==> src/rtl/bip_pkg.sv <==
// Shared definitions for the BIP debug sequencer slice.
// Holds host command encodings, sequencer state encoding, the HALT opcode
// and the default data-RAM address/data widths.
package bip_pkg;

  localparam int BIP_ADDR_W = 11;
  localparam int BIP_DATA_W = 16;

  localparam logic [4:0] OPC_HLT = 5'b00000;

  typedef enum logic [1:0] {
    CMD_RUN  = 2'b00,
    CMD_STEP = 2'b01,
    CMD_HALT = 2'b10,
    CMD_DUMP = 2'b11
  } cmd_t;

  typedef enum logic [2:0] {
    ST_IDLE,
    ST_RUN,
    ST_STEP,
    ST_DUMP_RD,
    ST_DUMP_WAIT
  } state_t;

endpackage

==> src/rtl/bip_dump_streamer.sv <==
// Memory-dump streamer: reads DUMP_DEPTH words from the data RAM starting at
// address 0 and presents each one on a valid/ready output register.
// Ports:
//   clk, reset          system clock, synchronous active-high reset
//   start               pulse: begin a dump at address 0
//   done                pulse: final word handshaken this cycle
//   ram_rd, ram_addr    read request toward the RAM mux
//   ram_rdata           RAM read data (1-cycle synchronous latency)
//   dump_valid/ready    output handshake
//   dump_data           registered dump word
module bip_dump_streamer
  import bip_pkg::*;
#(
  parameter int ADDR_W     = BIP_ADDR_W,
  parameter int DATA_W     = BIP_DATA_W,
  parameter int DUMP_DEPTH = 2048
) (
  input  logic              clk,
  input  logic              reset,
  input  logic              start,
  output logic              done,
  output logic              ram_rd,
  output logic [ADDR_W-1:0] ram_addr,
  input  logic [DATA_W-1:0] ram_rdata,
  output logic              dump_valid,
  input  logic              dump_ready,
  output logic [DATA_W-1:0] dump_data
);

  localparam logic [ADDR_W-1:0] LAST_ADDR = ADDR_W'(DUMP_DEPTH - 1);

  state_t            state;
  logic [ADDR_W-1:0] addr;
  logic              last;

  assign last     = (addr == LAST_ADDR);
  assign ram_rd   = (state == ST_DUMP_RD);
  assign ram_addr = addr;
  assign done     = (state == ST_DUMP_WAIT) && dump_valid && dump_ready && last;

  // The RAM word appears on ram_rdata during the first DUMP_WAIT cycle, so
  // that cycle captures it; dump_valid low inside DUMP_WAIT marks that phase.
  always_ff @(posedge clk) begin
    if (reset) begin
      state      <= ST_IDLE;
      addr       <= '0;
      dump_valid <= 1'b0;
      dump_data  <= '0;
    end else begin
      unique case (state)
        ST_IDLE: begin
          if (start) begin
            state <= ST_DUMP_RD;
            addr  <= '0;
          end
        end
        ST_DUMP_RD: state <= ST_DUMP_WAIT;
        ST_DUMP_WAIT: begin
          if (!dump_valid) begin
            dump_valid <= 1'b1;
            dump_data  <= ram_rdata;
          end else if (dump_ready) begin
            dump_valid <= 1'b0;
            if (last) begin
              state <= ST_IDLE;
              addr  <= '0;
            end else begin
              state <= ST_DUMP_RD;
              addr  <= addr + 1'b1;
            end
          end
        end
        default: state <= ST_IDLE;
      endcase
    end
  end

endmodule

==> src/rtl/bip_debug_sequencer.sv <==
// Run/step/halt sequencer between the host debug link and the BIP CPU.
// Drives CPU_EN, detects the HALT opcode, and owns the data-RAM port while
// the CPU is stalled to stream memory dumps to the host.
// Ports:
//   CLK, RESET                    clock, synchronous active-high reset
//   CMD_VALID/CMD_READY/CMD       host command handshake (RUN/STEP/HALT/DUMP)
//   OPCODE                        opcode registered in CPU control
//   CPU_ADDR/CPU_RD_RAM/CPU_WR_RAM CPU data-RAM request
//   CPU_EN                        CPU advance enable
//   RAM_ADDR/RAM_RD/RAM_WR        muxed RAM port, RAM_RDATA read data
//   DUMP_VALID/DUMP_READY/DUMP_DATA dump word stream
//   HALTED                        sticky HALT-opcode flag
//   CYCLE_CNT                     executed-cycle count
// Optional macro BIP_CYCLE_COUNT_EN: when defined CYCLE_CNT is a saturating
// count of CPU_EN cycles; otherwise it is tied to zero.
module bip_debug_sequencer
  import bip_pkg::*;
#(
  parameter int         ADDR_W      = BIP_ADDR_W,
  parameter int         DATA_W      = BIP_DATA_W,
  parameter logic [4:0] HALT_OPCODE = OPC_HLT,
  parameter int         DUMP_DEPTH  = 2048
) (
  input  logic              CLK,
  input  logic              RESET,
  input  logic              CMD_VALID,
  output logic              CMD_READY,
  input  logic [1:0]        CMD,
  input  logic [4:0]        OPCODE,
  input  logic [ADDR_W-1:0] CPU_ADDR,
  input  logic              CPU_RD_RAM,
  input  logic              CPU_WR_RAM,
  output logic              CPU_EN,
  output logic [ADDR_W-1:0] RAM_ADDR,
  output logic              RAM_RD,
  output logic              RAM_WR,
  input  logic [DATA_W-1:0] RAM_RDATA,
  output logic              DUMP_VALID,
  input  logic              DUMP_READY,
  output logic [DATA_W-1:0] DUMP_DATA,
  output logic              HALTED,
  output logic [31:0]       CYCLE_CNT
);

  state_t            state;
  cmd_t              cmd;
  logic              cmd_fire;
  logic              is_halt_op;
  logic              dump_start;
  logic              dump_done;
  logic              dump_rd;
  logic [ADDR_W-1:0] dump_addr;

  assign cmd        = cmd_t'(CMD);
  assign cmd_fire   = CMD_VALID && CMD_READY;
  assign is_halt_op = (OPCODE == HALT_OPCODE);
  assign dump_start = (state == ST_IDLE) && cmd_fire && (cmd == CMD_DUMP);

  // The main FSM parks in ST_DUMP_RD for the whole dump; the streamer owns
  // the finer DUMP_RD/DUMP_WAIT sequencing and reports completion via done.
  always_ff @(posedge CLK) begin
    if (RESET) begin
      state     <= ST_IDLE;
      CPU_EN    <= 1'b0;
      CMD_READY <= 1'b1;
      HALTED    <= 1'b0;
    end else begin
      unique case (state)
        ST_IDLE: begin
          if (cmd_fire) begin
            unique case (cmd)
              CMD_RUN: begin
                state  <= ST_RUN;
                CPU_EN <= 1'b1;
                HALTED <= 1'b0;
              end
              CMD_STEP: begin
                state     <= ST_STEP;
                CPU_EN    <= 1'b1;
                CMD_READY <= 1'b0;
                HALTED    <= 1'b0;
              end
              CMD_DUMP: begin
                state     <= ST_DUMP_RD;
                CMD_READY <= 1'b0;
              end
              CMD_HALT: ;
            endcase
          end
        end
        ST_RUN: begin
          // HALT opcode wins over a simultaneous HALT command only in that it
          // also sets HALTED; both produce the same single exit to IDLE.
          if (is_halt_op) begin
            state  <= ST_IDLE;
            CPU_EN <= 1'b0;
            HALTED <= 1'b1;
          end else if (cmd_fire && (cmd == CMD_HALT)) begin
            state  <= ST_IDLE;
            CPU_EN <= 1'b0;
          end
        end
        ST_STEP: begin
          state     <= ST_IDLE;
          CPU_EN    <= 1'b0;
          CMD_READY <= 1'b1;
          if (is_halt_op) HALTED <= 1'b1;
        end
        ST_DUMP_RD: begin
          if (dump_done) begin
            state     <= ST_IDLE;
            CMD_READY <= 1'b1;
          end
        end
        default: begin
          state     <= ST_IDLE;
          CPU_EN    <= 1'b0;
          CMD_READY <= 1'b1;
        end
      endcase
    end
  end

  bip_dump_streamer #(
    .ADDR_W     (ADDR_W),
    .DATA_W     (DATA_W),
    .DUMP_DEPTH (DUMP_DEPTH)
  ) u_streamer (
    .clk        (CLK),
    .reset      (RESET),
    .start      (dump_start),
    .done       (dump_done),
    .ram_rd     (dump_rd),
    .ram_addr   (dump_addr),
    .ram_rdata  (RAM_RDATA),
    .dump_valid (DUMP_VALID),
    .dump_ready (DUMP_READY),
    .dump_data  (DUMP_DATA)
  );

  always_comb begin
    RAM_ADDR = '0;
    RAM_RD   = 1'b0;
    RAM_WR   = 1'b0;
    if (CPU_EN) begin
      RAM_ADDR = CPU_ADDR;
      RAM_RD   = CPU_RD_RAM;
      RAM_WR   = CPU_WR_RAM;
    end else if (dump_rd) begin
      RAM_ADDR = dump_addr;
      RAM_RD   = 1'b1;
    end
  end

`ifdef BIP_CYCLE_COUNT_EN
  logic [31:0] cycle_cnt;

  always_ff @(posedge CLK) begin
    if (RESET) begin
      cycle_cnt <= '0;
    end else if (CPU_EN && (cycle_cnt != '1)) begin
      cycle_cnt <= cycle_cnt + 32'd1;
    end
  end

  assign CYCLE_CNT = cycle_cnt;
`else
  assign CYCLE_CNT = '0;
`endif

endmodule

==> config.mk <==
export PLATFORM = sky130hd
export DESIGN_NAME = bip_debug_sequencer
export DESIGN_NICKNAME = d
export VERILOG_FILES = /design/src/rtl/bip_pkg.sv /design/src/rtl/bip_dump_streamer.sv /design/src/rtl/bip_debug_sequencer.sv
export SDC_FILE = /design/constraint.sdc
export NUM_CORES = 1
export LEC_CHECK = 0
export ABC_AREA = 0
export CORE_MARGIN = 5
export CORE_UTILIZATION = 39
export DETAILED_ROUTE_END_ITERATION = 6
export GPL_TIMING_DRIVEN = 0
export PLACE_DENSITY_LB_ADDON = 0.15
export SLEW_MARGIN = 20
export SYNTH_ARGS = -nofsm -noshare
export SYNTH_HDL_FRONTEND = slang
export SYNTH_SLANG_ARGS = --single-unit
==> constraint.sdc <==
create_clock -name CLK -period 2.2 [get_ports CLK]
set_clock_uncertainty 0.15 [all_clocks]
set_input_delay 0.44 -clock CLK [delete_from_list [all_inputs] [get_ports CLK]]
set_output_delay 0.44 -clock CLK [all_outputs]
set_load 0.03 [all_outputs]
==> flow_metrics.py <==
metrics = {
    "final_layout": {
        "antenna_cells": 0,
        "final_cell_mix": "clkdlybuf4s50_1, nand2_1, buf_4",
        "syn2layout_area_growth_pct": 51.31,
        "final_cell_count_no_fill": 414,
        "seqCellArea_sq_um": 704.4,
        "nNetsFinal": 390,
        "fin_util_pct": 61.91,
        "fill_cells": 452,
        "drive_gt1_share_pct": 20.46,
        "fin_area_sq_mm": 0.002963,
        "multi_input_area_sq_mm": 0.001070,
        "final_common_cell": "clkdlybuf4s50_1",
    },
    "clocking": {
        "cts.sinks": 35,
        "clkTransAtPathRegs_ns": 0.07,
        "cts_made_buffers": 5,
        "cts.htree.levels": 2,
        "ctsHoldBuffers": 0,
        "clock_path_buffers": 2,
        "root_buffer": "clkbuf_8",
        "cts_tree": "done",
        "clk_latency_ns": 0.29,
        "cts_setup_buffers": 0,
        "postCtsResizedCells": 43,
    },
    "global_routing": {
        "grt_usage_pct": 14.52,
        "antenna_found_initial": 0,
        "grt_max_degree": 13,
        "grt_pass1_wl_um": 7465,
        "grt_pass1_vias": 1700,
        "overflow": 0,
    },
    "critical_path": {
        "cp-start-kind": "flip-flop",
        "worstPathRequired_ns": 1.61,
        "critPathCaptureType": "output pin",
        "crit_type": "reg2out",
        "crit_arrival_ns": 1.55,
        "path_max_fanout": 10,
        "r2r_slack_ns": 0.19,
    },
    "synth": {
        "avgSynthCellArea_sq_um": 8.227,
        "yosysWarnings": 0,
        "synth_enable_flop_cells": 0,
        "synth.distinct_cells": 43,
        "synth-seq-cells": 35,
        "syn_inst": 238,
        "yosysSeqAreaShare_pct": 35.78,
        "netlist_area_sq_mm": 0.001958,
        "synth_flop_cell": "dfxtp_1",
        "synthArstFlopShare_pct": 0,
    },
    "timing": {
        "hold_ws_ns": 0.3041,
        "rsz0062_at_grt": "false",
        "fmax_ghz": 0.4674,
        "slew_violations": 0,
        "finalCritPeriodShare_pct": 97.25,
        "setup_viol": 0,
        "fin_crit_ns": 2.140,
        "hold_violations": 0,
        "worst_slack_ns": 0.06043,
    },
    "detailed_routing": {
        "first_iter_violations": 73,
        "vias": 1861,
        "wl_met3_um": 398,
        "drtPass1Iterations": 4,
        "met1_length_um": 1949,
        "drcViolationCount": 0,
        "drt-vias-per-instance": 4.495,
        "wl_met2_um": 2488,
        "routed_wl_um": 4896,
        "wl_per_cell_um": 11.83,
        "top_layer": "met4",
        "antenna_left": 0,
    },
    "die": {
        "die-area_sq_mm": 0.006538,
        "start_util_pct": 40.92,
        "rows": 25,
        "dieHeight_um": 80.86,
        "num_io_pins": 105,
        "dieWidth_um": 80.86,
        "core_sq_mm": 0.004786,
    },
    "run": {
        "max-cap-violations": 0,
    },
    "place": {
        "routabilityCongestion": 0.8158,
        "port_buffers": 70,
        "post-place-ws_ns": -0.5135,
        "dp_hpwl_um": 3829,
        "placed_area_sq_mm": 0.002859,
        "placed_cells_incl_taps": 406,
    },
    "power": {
        "power_density_mw_per_mm2": 579.5,
        "vdd_drop_max_mv": 0.5009,
        "leakagePower_nw": 1.283,
    },
    "status": {
        "status": "finished clean",
    },
    "hold_path": {
        "hp-class": "reg2reg",
    },
}
## area by class of cell
type,instances,area share [%]
repair buffers,70,22.42
plain buffers,45,10.56
multi-input cells,185,36.11
clock inverters,3,1.478
well taps,67,2.829
clock buffers,5,2.323
inverters,4,0.5068
flip-flops and latches,35,23.78
## sequential cells by signal (all words and copies together) (netlist names)
| signal | flops |
|---|---|
| u_streamer.dump_data | 16 |
| CMD_READY | 1 |
| CPU_EN | 1 |
| HALTED | 1 |
| u_streamer.state | 2 |
| u_streamer.ram_addr | 11 |
| u_streamer.dump_valid | 1 |
| state | 2 |
## metrics by stage
step                      power [mW]  setup TNS [ns]
after floorplan               0.9949               0
after global routing           1.803               0
final                          1.717               0
after CTS                      1.735               0
after global placement         1.149          -5.664
after detailed placement       1.154          -5.858
## metal layers
| metal | GRT usage, % | up-vias |
|---|---|---|
| li1 | - | 965 |
| met1 | 15.68 | 832 |
| met2 | 26.35 | 57 |
| met3 | 4.767 | 7 |
| met4 | 5.068 | 0 |
| met5 | 0 | - |
## worst max-delay path: stages, from the launching register on
cell	delay, ns
dfxtp_2	0.40
nor3b_4	0.28
buf_8	0.17
a22o_1	0.12
clkdlybuf4s15_2	0.29
## power breakdown
part,switching [mW],leakage [nW],total (mW),internal [mW]
Sequential,0.0221,0.284,0.678,0.656
Clock,0.243,0.0581,0.581,0.337
Combinational,0.255,0.940,0.458,0.203
Total,0.520,1.28,1.72,1.20
## worst paths after layout
path,startpoint,to,depth (start not counted)
worst max-delay path,u_streamer.state[1]$_SDFFE_PP0P_,RAM_ADDR[5],4
worst min-delay path,u_streamer.dump_data[1]$_SDFFE_PP0P_,u_streamer.dump_data[1]$_SDFFE_PP0P_,2
worst min register to register,u_streamer.dump_data[1]$_SDFFE_PP0P_,u_streamer.dump_data[1]$_SDFFE_PP0P_,2
worst max register to register,state[1]$_SDFFE_PP0P_,u_streamer.ram_addr[3]$_SDFFE_PP0P_,8
## cell usage after synthesis, types with 2 or more instances
library cell / instances / area share [%]
ha_1: 4 / 2.6
o32ai_1: 2 / 0.89
nor3_1: 2 / 0.51
nand4_1: 3 / 0.96
nor2b_1: 3 / 0.96
nand2_1: 39 / 7.5
and3_1: 2 / 0.64
buf_2: 3 / 0.77
dfxtp_1: 35 / 36
and2_1: 3 / 0.96
o21ai_2: 2 / 0.89
nand2b_1: 5 / 1.6
a22o_1: 12 / 5.4
a21oi_1: 21 / 5.4
buf_4: 34 / 13
nand4b_1: 3 / 1.3
nand3_1: 4 / 1.0
nor2_1: 15 / 2.9
o21ai_0: 4 / 1.0
inv_1: 4 / 0.77
xor2_1: 9 / 4.0
clkbuf_1: 8 / 1.5
## logic make-up after synthesis
logic type	synth area share (%)
xor gates and xnor gates	4.473
and+or+nand+nor	22.94
muxes	0.5112
adders and majority gates	2.556
DFF	35.78
AOI/OAI and AO/OA	17.45
buffers and inverters	16.10
other	0.1915
Power figures use the tool's default switching activity.
